==> config.mk <==
export PLATFORM = sky130hd
export DESIGN_NAME = iq_age_queue
export DESIGN_NICKNAME = d
export VERILOG_FILES = /design/src/rtl/iq_age_queue.sv
export SDC_FILE = /design/constraint.sdc
export NUM_CORES = 2
export LEC_CHECK = 0
export ABC_CLOCK_PERIOD_IN_PS = 22900
export CORE_ASPECT_RATIO = 0.9
export CORE_MARGIN = 2
export CORE_UTILIZATION = 55
export DETAILED_ROUTE_END_ITERATION = 8
export MAX_ROUTING_LAYER = met4
export PLACE_DENSITY = 0.74
export SKIP_LAST_GASP = 1
export SLEW_MARGIN = 20
export SYNTH_ARGS = -nofsm -noshare
export SYNTH_HDL_FRONTEND = slang
export SYNTH_SLANG_ARGS = --single-unit
==> constraint.sdc <==
create_clock -name clock -period 22.9 [get_ports clock]
set_input_delay 2.29 -clock clock [delete_from_list [all_inputs] [get_ports clock]]
set_output_delay 2.29 -clock clock [all_outputs]
set_load 0.02 [all_outputs]
==> src/rtl/iq_age_queue.sv <==
// Multi-entry issue queue: tag wakeup, oldest-ready select through an age matrix,
// plus full flush and ROB-index redirect kill.
module iq_age_queue #(
  parameter int DEPTH     = 8,
  parameter int WB_PORTS  = 2,
  parameter int PREG_W    = 7,
  parameter int ROB_W     = 6,
  parameter int PAYLOAD_W = 128
) (
  input  logic                         clock,
  input  logic                         reset_n,
  input  logic                         enq_valid,
  output logic                         enq_ready,
  input  logic [PAYLOAD_W-1:0]         enq_payload,
  input  logic [PREG_W-1:0]            enq_prs1,
  input  logic [PREG_W-1:0]            enq_prs2,
  input  logic                         enq_src1_busy,
  input  logic                         enq_src2_busy,
  input  logic                         enq_robidx_flag,
  input  logic [ROB_W-1:0]             enq_robidx,
  input  logic [WB_PORTS-1:0]          wb_valid,
  input  logic [WB_PORTS*PREG_W-1:0]   wb_prd,
  output logic                         issue_valid,
  input  logic                         issue_ready,
  output logic [PAYLOAD_W-1:0]         issue_payload,
  output logic [PREG_W-1:0]            issue_prs1,
  output logic [PREG_W-1:0]            issue_prs2,
  output logic                         issue_robidx_flag,
  output logic [ROB_W-1:0]             issue_robidx,
  input  logic                         flush,
  input  logic                         redirect_valid,
  input  logic                         redirect_robidx_flag,
  input  logic [ROB_W-1:0]             redirect_robidx,
  output logic [$clog2(DEPTH):0]       count
);

  localparam int IDX_W = $clog2(DEPTH);
  localparam int CNT_W = $clog2(DEPTH) + 1;

  logic [DEPTH-1:0]     valid_r;
  logic [DEPTH-1:0]     busy1_r;
  logic [DEPTH-1:0]     busy2_r;
  logic [DEPTH-1:0]     flag_r;
  logic [DEPTH-1:0]     age_r     [DEPTH];  // age_r[e][j]=1: entry j is older than e
  logic [PAYLOAD_W-1:0] payload_r [DEPTH];
  logic [PREG_W-1:0]    prs1_r    [DEPTH];
  logic [PREG_W-1:0]    prs2_r    [DEPTH];
  logic [ROB_W-1:0]     idx_r     [DEPTH];
  logic [CNT_W-1:0]     count_r;

  logic [DEPTH-1:0]     ready_s;
  logic [DEPTH-1:0]     sel_oh_s;
  logic [IDX_W-1:0]     sel_idx_s;
  logic [IDX_W-1:0]     free_idx_s;
  logic [DEPTH-1:0]     free_oh_s;
  logic [DEPTH-1:0]     valid_nx_s;
  logic [CNT_W-1:0]     count_nx_s;
  logic                 enq_fire_s;
  logic                 enq_write_s;
  logic                 deq_s;

  function automatic logic woken(input logic [PREG_W-1:0] tag,
                                 input logic [WB_PORTS-1:0] wv,
                                 input logic [WB_PORTS*PREG_W-1:0] wp);
    logic hit;
    hit = 1'b0;
    for (int p = 0; p < WB_PORTS; p++) begin
      hit = hit | (wv[p] & (wp[p*PREG_W +: PREG_W] == tag));
    end
    return hit;
  endfunction

  function automatic logic is_younger(input logic f, input logic [ROB_W-1:0] ix,
                                      input logic rf, input logic [ROB_W-1:0] rix);
    return (f != rf) ^ (ix > rix);
  endfunction

  // Ready vector, oldest-ready select and lowest free slot
  always_comb begin
    ready_s    = valid_r & ~busy1_r & ~busy2_r;
    sel_oh_s   = {DEPTH{1'b0}};
    sel_idx_s  = {IDX_W{1'b0}};
    free_idx_s = {IDX_W{1'b0}};
    for (int e = 0; e < DEPTH; e++) begin
      sel_oh_s[e] = ready_s[e] & ((age_r[e] & ready_s) == {DEPTH{1'b0}});
      sel_idx_s   = sel_oh_s[e] ? IDX_W'(e) : sel_idx_s;
    end
    for (int e = DEPTH - 1; e >= 0; e--) begin
      free_idx_s = valid_r[e] ? free_idx_s : IDX_W'(e);
    end
  end

  assign free_oh_s   = {{(DEPTH-1){1'b0}}, 1'b1} << free_idx_s;
  assign enq_ready   = (count_r < CNT_W'(DEPTH));
  assign issue_valid = |ready_s;
  assign deq_s       = issue_valid & issue_ready;
  assign enq_fire_s  = enq_valid & enq_ready & ~flush;
  assign enq_write_s = enq_fire_s &
                       ~(redirect_valid & is_younger(enq_robidx_flag, enq_robidx,
                                                     redirect_robidx_flag, redirect_robidx));

  // Next-state valid vector and its population count
  always_comb begin
    valid_nx_s = {DEPTH{1'b0}};
    count_nx_s = {CNT_W{1'b0}};
    for (int e = 0; e < DEPTH; e++) begin
      valid_nx_s[e] = ~flush & ((enq_write_s & free_oh_s[e]) |
                      (valid_r[e] & ~(deq_s & sel_oh_s[e]) &
                       ~(redirect_valid & is_younger(flag_r[e], idx_r[e],
                                                     redirect_robidx_flag, redirect_robidx))));
      count_nx_s = count_nx_s + CNT_W'(valid_nx_s[e]);
    end
  end

  // Control state: valid, busy, age matrix and count
  always_ff @(posedge clock or negedge reset_n) begin
    if (!reset_n) begin
      valid_r <= {DEPTH{1'b0}};
      busy1_r <= {DEPTH{1'b0}};
      busy2_r <= {DEPTH{1'b0}};
      count_r <= {CNT_W{1'b0}};
      for (int e = 0; e < DEPTH; e++) age_r[e] <= {DEPTH{1'b0}};
    end else begin
      valid_r <= valid_nx_s;
      count_r <= count_nx_s;
      for (int e = 0; e < DEPTH; e++) begin
        if (enq_write_s && free_oh_s[e]) begin
          busy1_r[e] <= enq_src1_busy & ~woken(enq_prs1, wb_valid, wb_prd);
          busy2_r[e] <= enq_src2_busy & ~woken(enq_prs2, wb_valid, wb_prd);
          age_r[e]   <= valid_r;
        end else begin
          busy1_r[e] <= busy1_r[e] & ~woken(prs1_r[e], wb_valid, wb_prd);
          busy2_r[e] <= busy2_r[e] & ~woken(prs2_r[e], wb_valid, wb_prd);
          age_r[e]   <= enq_write_s ? (age_r[e] & ~free_oh_s) : age_r[e];
        end
      end
    end
  end

  // Entry payload and tags; only meaningful while the valid bit is set
  always_ff @(posedge clock) begin
    if (enq_write_s) begin
      payload_r[free_idx_s] <= enq_payload;
      prs1_r[free_idx_s]    <= enq_prs1;
      prs2_r[free_idx_s]    <= enq_prs2;
      flag_r[free_idx_s]    <= enq_robidx_flag;
      idx_r[free_idx_s]     <= enq_robidx;
    end
  end

  assign issue_payload     = payload_r[sel_idx_s];
  assign issue_prs1        = prs1_r[sel_idx_s];
  assign issue_prs2        = prs2_r[sel_idx_s];
  assign issue_robidx_flag = flag_r[sel_idx_s];
  assign issue_robidx      = idx_r[sel_idx_s];
  assign count             = count_r;

endmodule

==> results.md <==
* Rows at about 110
* Vias per Instance at 6.98
* GRT Util Overall at 34.3%
* Relative slew slack at between 20% and 30%
* Post_cts resized at 0
* Syn-to-layout area delta at 13.9%
* Final Critical Period at approximately 9900 ps
* TritonCTS sink count at 1284
* Total power at around 5 mW
* CTS Buf Count at about 140
* Worst slack at placement at 14040 ps
* Final-report setup violation count at 0
* Largest net degree at the start of global routing at 231
* Arr. time, crit path at roughly 7600 ps
* DR iter-0 viols at 6358
* CTS Hold Bufs at 0
* Initial antenna violation count at 34
* Finished Layout Cells at approximately 6500
* Pwr per Cell Area at between 70 and 80 mW/mm^2
* Worst skew pair latency at roughly 750 ps
* Hold endpoint: age_r[40]$_DFFE_PN0P_
* Util after Layout at between 60% and 70%
* Setup TNS at 0 ps
* Die height at 317 um
* First-pass GRT wire length at 281000 um
* Core ar. at approximately 0.11 mm^2
* Worst endpoint required time at 20610 ps
* Synth unique cells at just under 70
* Final hold slack at 478 ps
* Max FO, Critical Path at 84
* Drt drc at 0
* LEAKAGE at 21.6 nW
* Post-synth EDFFs at around 1200
* RR Endpoint: count[1]$_DFF_PN0_
* Post-Syn Instances at between 4000 and 5000
* #FFs+latches synth at ~1300
* CP startpoint kind: flop
* Final instance area at between 0.06 and 0.07 mm^2
* Number of max-cap violations at 0
* Top_reg_cell synth: edfxtp_1
* Vias in the first global route at roughly 44000
* Syn_nets at between 5000 and 6000
* Hold Path Origin: age_r[40]$_DFFE_PN0P_
* Worst setup margin at 13030 ps
* Max clock buf depth at 3
* Final period utilization at roughly 43%
* Die area at ~0.11 mm^2
* Ports at roughly 340
* Die width at between 300 and 400 um
* Layout cells sized above 1 at roughly 6.2%
* Detailed Route WL at ~190000 um
* Post-route ant nets at 0
* R2R depth at 16
* Placed cells at between 6000 and 7000
* Final GP Congestion at 0.938
* Fraction of the yosys area taken by sequential cells at a little under two thirds
* Max Freq at between 0.1 and 0.15 GHz
* Total gr overflow at 0
* Clk root buf: clkbuf_16
* Yosys warns at 0
* 1st-pass router iterations at 6
* Post-DR wirelength/cell at between 20 and 30 um
* Maximum vdd drop at a little under 0.07 mV
* Flop-to-flop setup slack at about 17000 ps
* Area after DPL at roughly 0.064 mm^2
* Ys async rst share at just over 7%
* CP Capture Type: primary output
* Hold Path Depth at 1
* Worst slew pin tran at roughly 1200 ps
* Clk slew on worst S/H paths at roughly 60 ps
* Setup Skew at between 20 and 25 ps
* Hold Fails Final Rpt at 0
* Synthesized area at roughly 0.060 mm^2
* Mean Syn Cell Area at ~12 um^2
* Hpwl dp at 96900 um
* IO Port Bufs at between 300 and 400
* Worst hold path class: flop to flop
* Critical path class: flop to primary output
* Final net count at approximately 5200
* Post-CTS Setup Inserts at 0
* H-tree Lvls at 4
* Starting Density at approximately 56%
* Unrepaired setup endpoints after global routing: false
* CTS tree: built
* Worst flop-to-flop path startpoint: valid_r[7]$_DFF_PN0_
* Vias at between 40000 and 50000
* Run status: finished, final reports clean
* Slew Viols, Final at 0
synthesized netlist by cell type (4+ instances only):
library cell	n	area (um^2)
o22ai_1	7	43.8
a21o_1	22	165
o32a_1	150	1500
a41oi_1	4	35.0
or4b_1	5	50.1
buf_6	7	78.8
nor2_1	37	139
mux2i_1	20	200
xor2_1	147	1290
o21ai_0	201	1010
a22oi_1	11	82.6
nor3_1	8	40.0
a22o_1	4	35.0
buf_1	29	109
fa_1	4	80.1
and2_1	10	62.6
nand4_1	59	369
edfxtp_1	1192	35800
o211ai_1	463	3480
nor3b_2	4	50.1
and4_1	5	43.8
nand2_1	343	1290
o2111ai_1	149	1310
nor4_1	27	169
or2_2	8	50.1
buf_4	13	97.6
o21ai_1	4	20.0
o21a_1	20	150
nand3_1	622	3110
nor2b_1	11	68.8
buf_2	109	546
xnor2_1	117	1020
dfrtp_1	92	2300
and3_1	4	25.0
inv_1	34	128
nor4bb_1	15	150
nor3b_1	4	30.0
ha_1	57	713
a21oi_1	468	2340
clkbuf_1	338	1270
state kept, by name, indices dropped and copies added (netlist names):
register	flops
idx_r	48
prs1_r	56
count	4
valid_r	8
flag_r	8
age_r	64
busy2_r	8
payload_r	1024
busy1_r	8
prs2_r	56
area by class of cell:
type | count | area, um^2
fill | 7933 | 39500
sequential | 1284 | 38100
multi-input combinational | 3052 | 19700
timing repair buffer | 414 | 4040
clock buffer | 171 | 3560
tap | 1450 | 1810
clock inverter | 72 | 743
inverter | 34 | 165
antenna | 38 | 95.1
report_power, final:
group | internal, mW | total, mW | switching [mW]
sequential | 2.59 | 2.60 | 0.0133
clock | 1.24 | 2.17 | 0.932
combinational | 0.143 | 0.362 | 0.219
total | 3.97 | 5.13 | 1.16
worst max path at each step:
stage,startpoint,end,slack [ps]
2_1_floorplan,redirect_robidx[3],flag_r[4]$_DFFE_PP_,7730
3_3_place_gp,valid_r[3]$_DFF_PN0_,issue_payload[37],14150
3_5_place_dp,valid_r[5]$_DFF_PN0_,issue_payload[41],14040
4_1_cts,valid_r[5]$_DFF_PN0_,issue_payload[41],13210
5_1_grt,valid_r[3]$_DFF_PN0_,issue_payload[37],12820
6_report,valid_r[3]$_DFF_PN0_,issue_payload[41],13030
worst max-delay path, cell delays in order (launching register included):
cell	delay, ps
dfrtp_1	570
nor3b_2	670
nor2b_1	240
nand4_1	360
o211ai_4	220
buf_4	600
buf_4	840
buf_4	950
buf_4	790
nand3_1	150
a21oi_1	200
o32a_1	350
clkdlybuf4s50_1	660
layout by cell type (no fill, tap or decap), drive strengths merged, types with 15 or more instances in the layout:
master,n
inv,43
edfxtp,1192
nand2,344
nand4,61
a21oi,468
o2111ai,149
clkbuf,171
diode,38
nor2,38
ha,57
clkinv,51
mux2i,20
dfrtp,92
o211ai,464
o21a,20
clkdlybuf4s50,333
xor2,147
buf,81
a21o,22
o21ai,205
nand3,623
nor4bb,15
xnor2,117
nor4,28
o32a,150
per-layer routing:
layer	global-route usage, %	up-vias	part of all wire, %
li1	-	19297	-
met1	46.5	22451	39
met2	50.1	3296	46
met3	7.46	424	12
met4	14.8	0	3.5
met5	-	-	0
kinds of logic (layout without fill, tap and decap cells):
group / after synthesis / after routing / synth area share, %
AOI/OAI and AO/OA: 1532 / 1532 / 17.5
xor gates and xnor gates: 264 / 264 / 3.86
adders and majority gates: 61 / 61 / 1.32
buffers and inverters: 530 / 691 / 3.72
DFF: 1284 / 1284 / 63.6
muxes: 21 / 21 / 0.353
other: 0 / 38 / 0
and+or+nand+nor: 1174 / 1174 / 9.63
No activity file was read; power rests on OpenSTA's default activity.
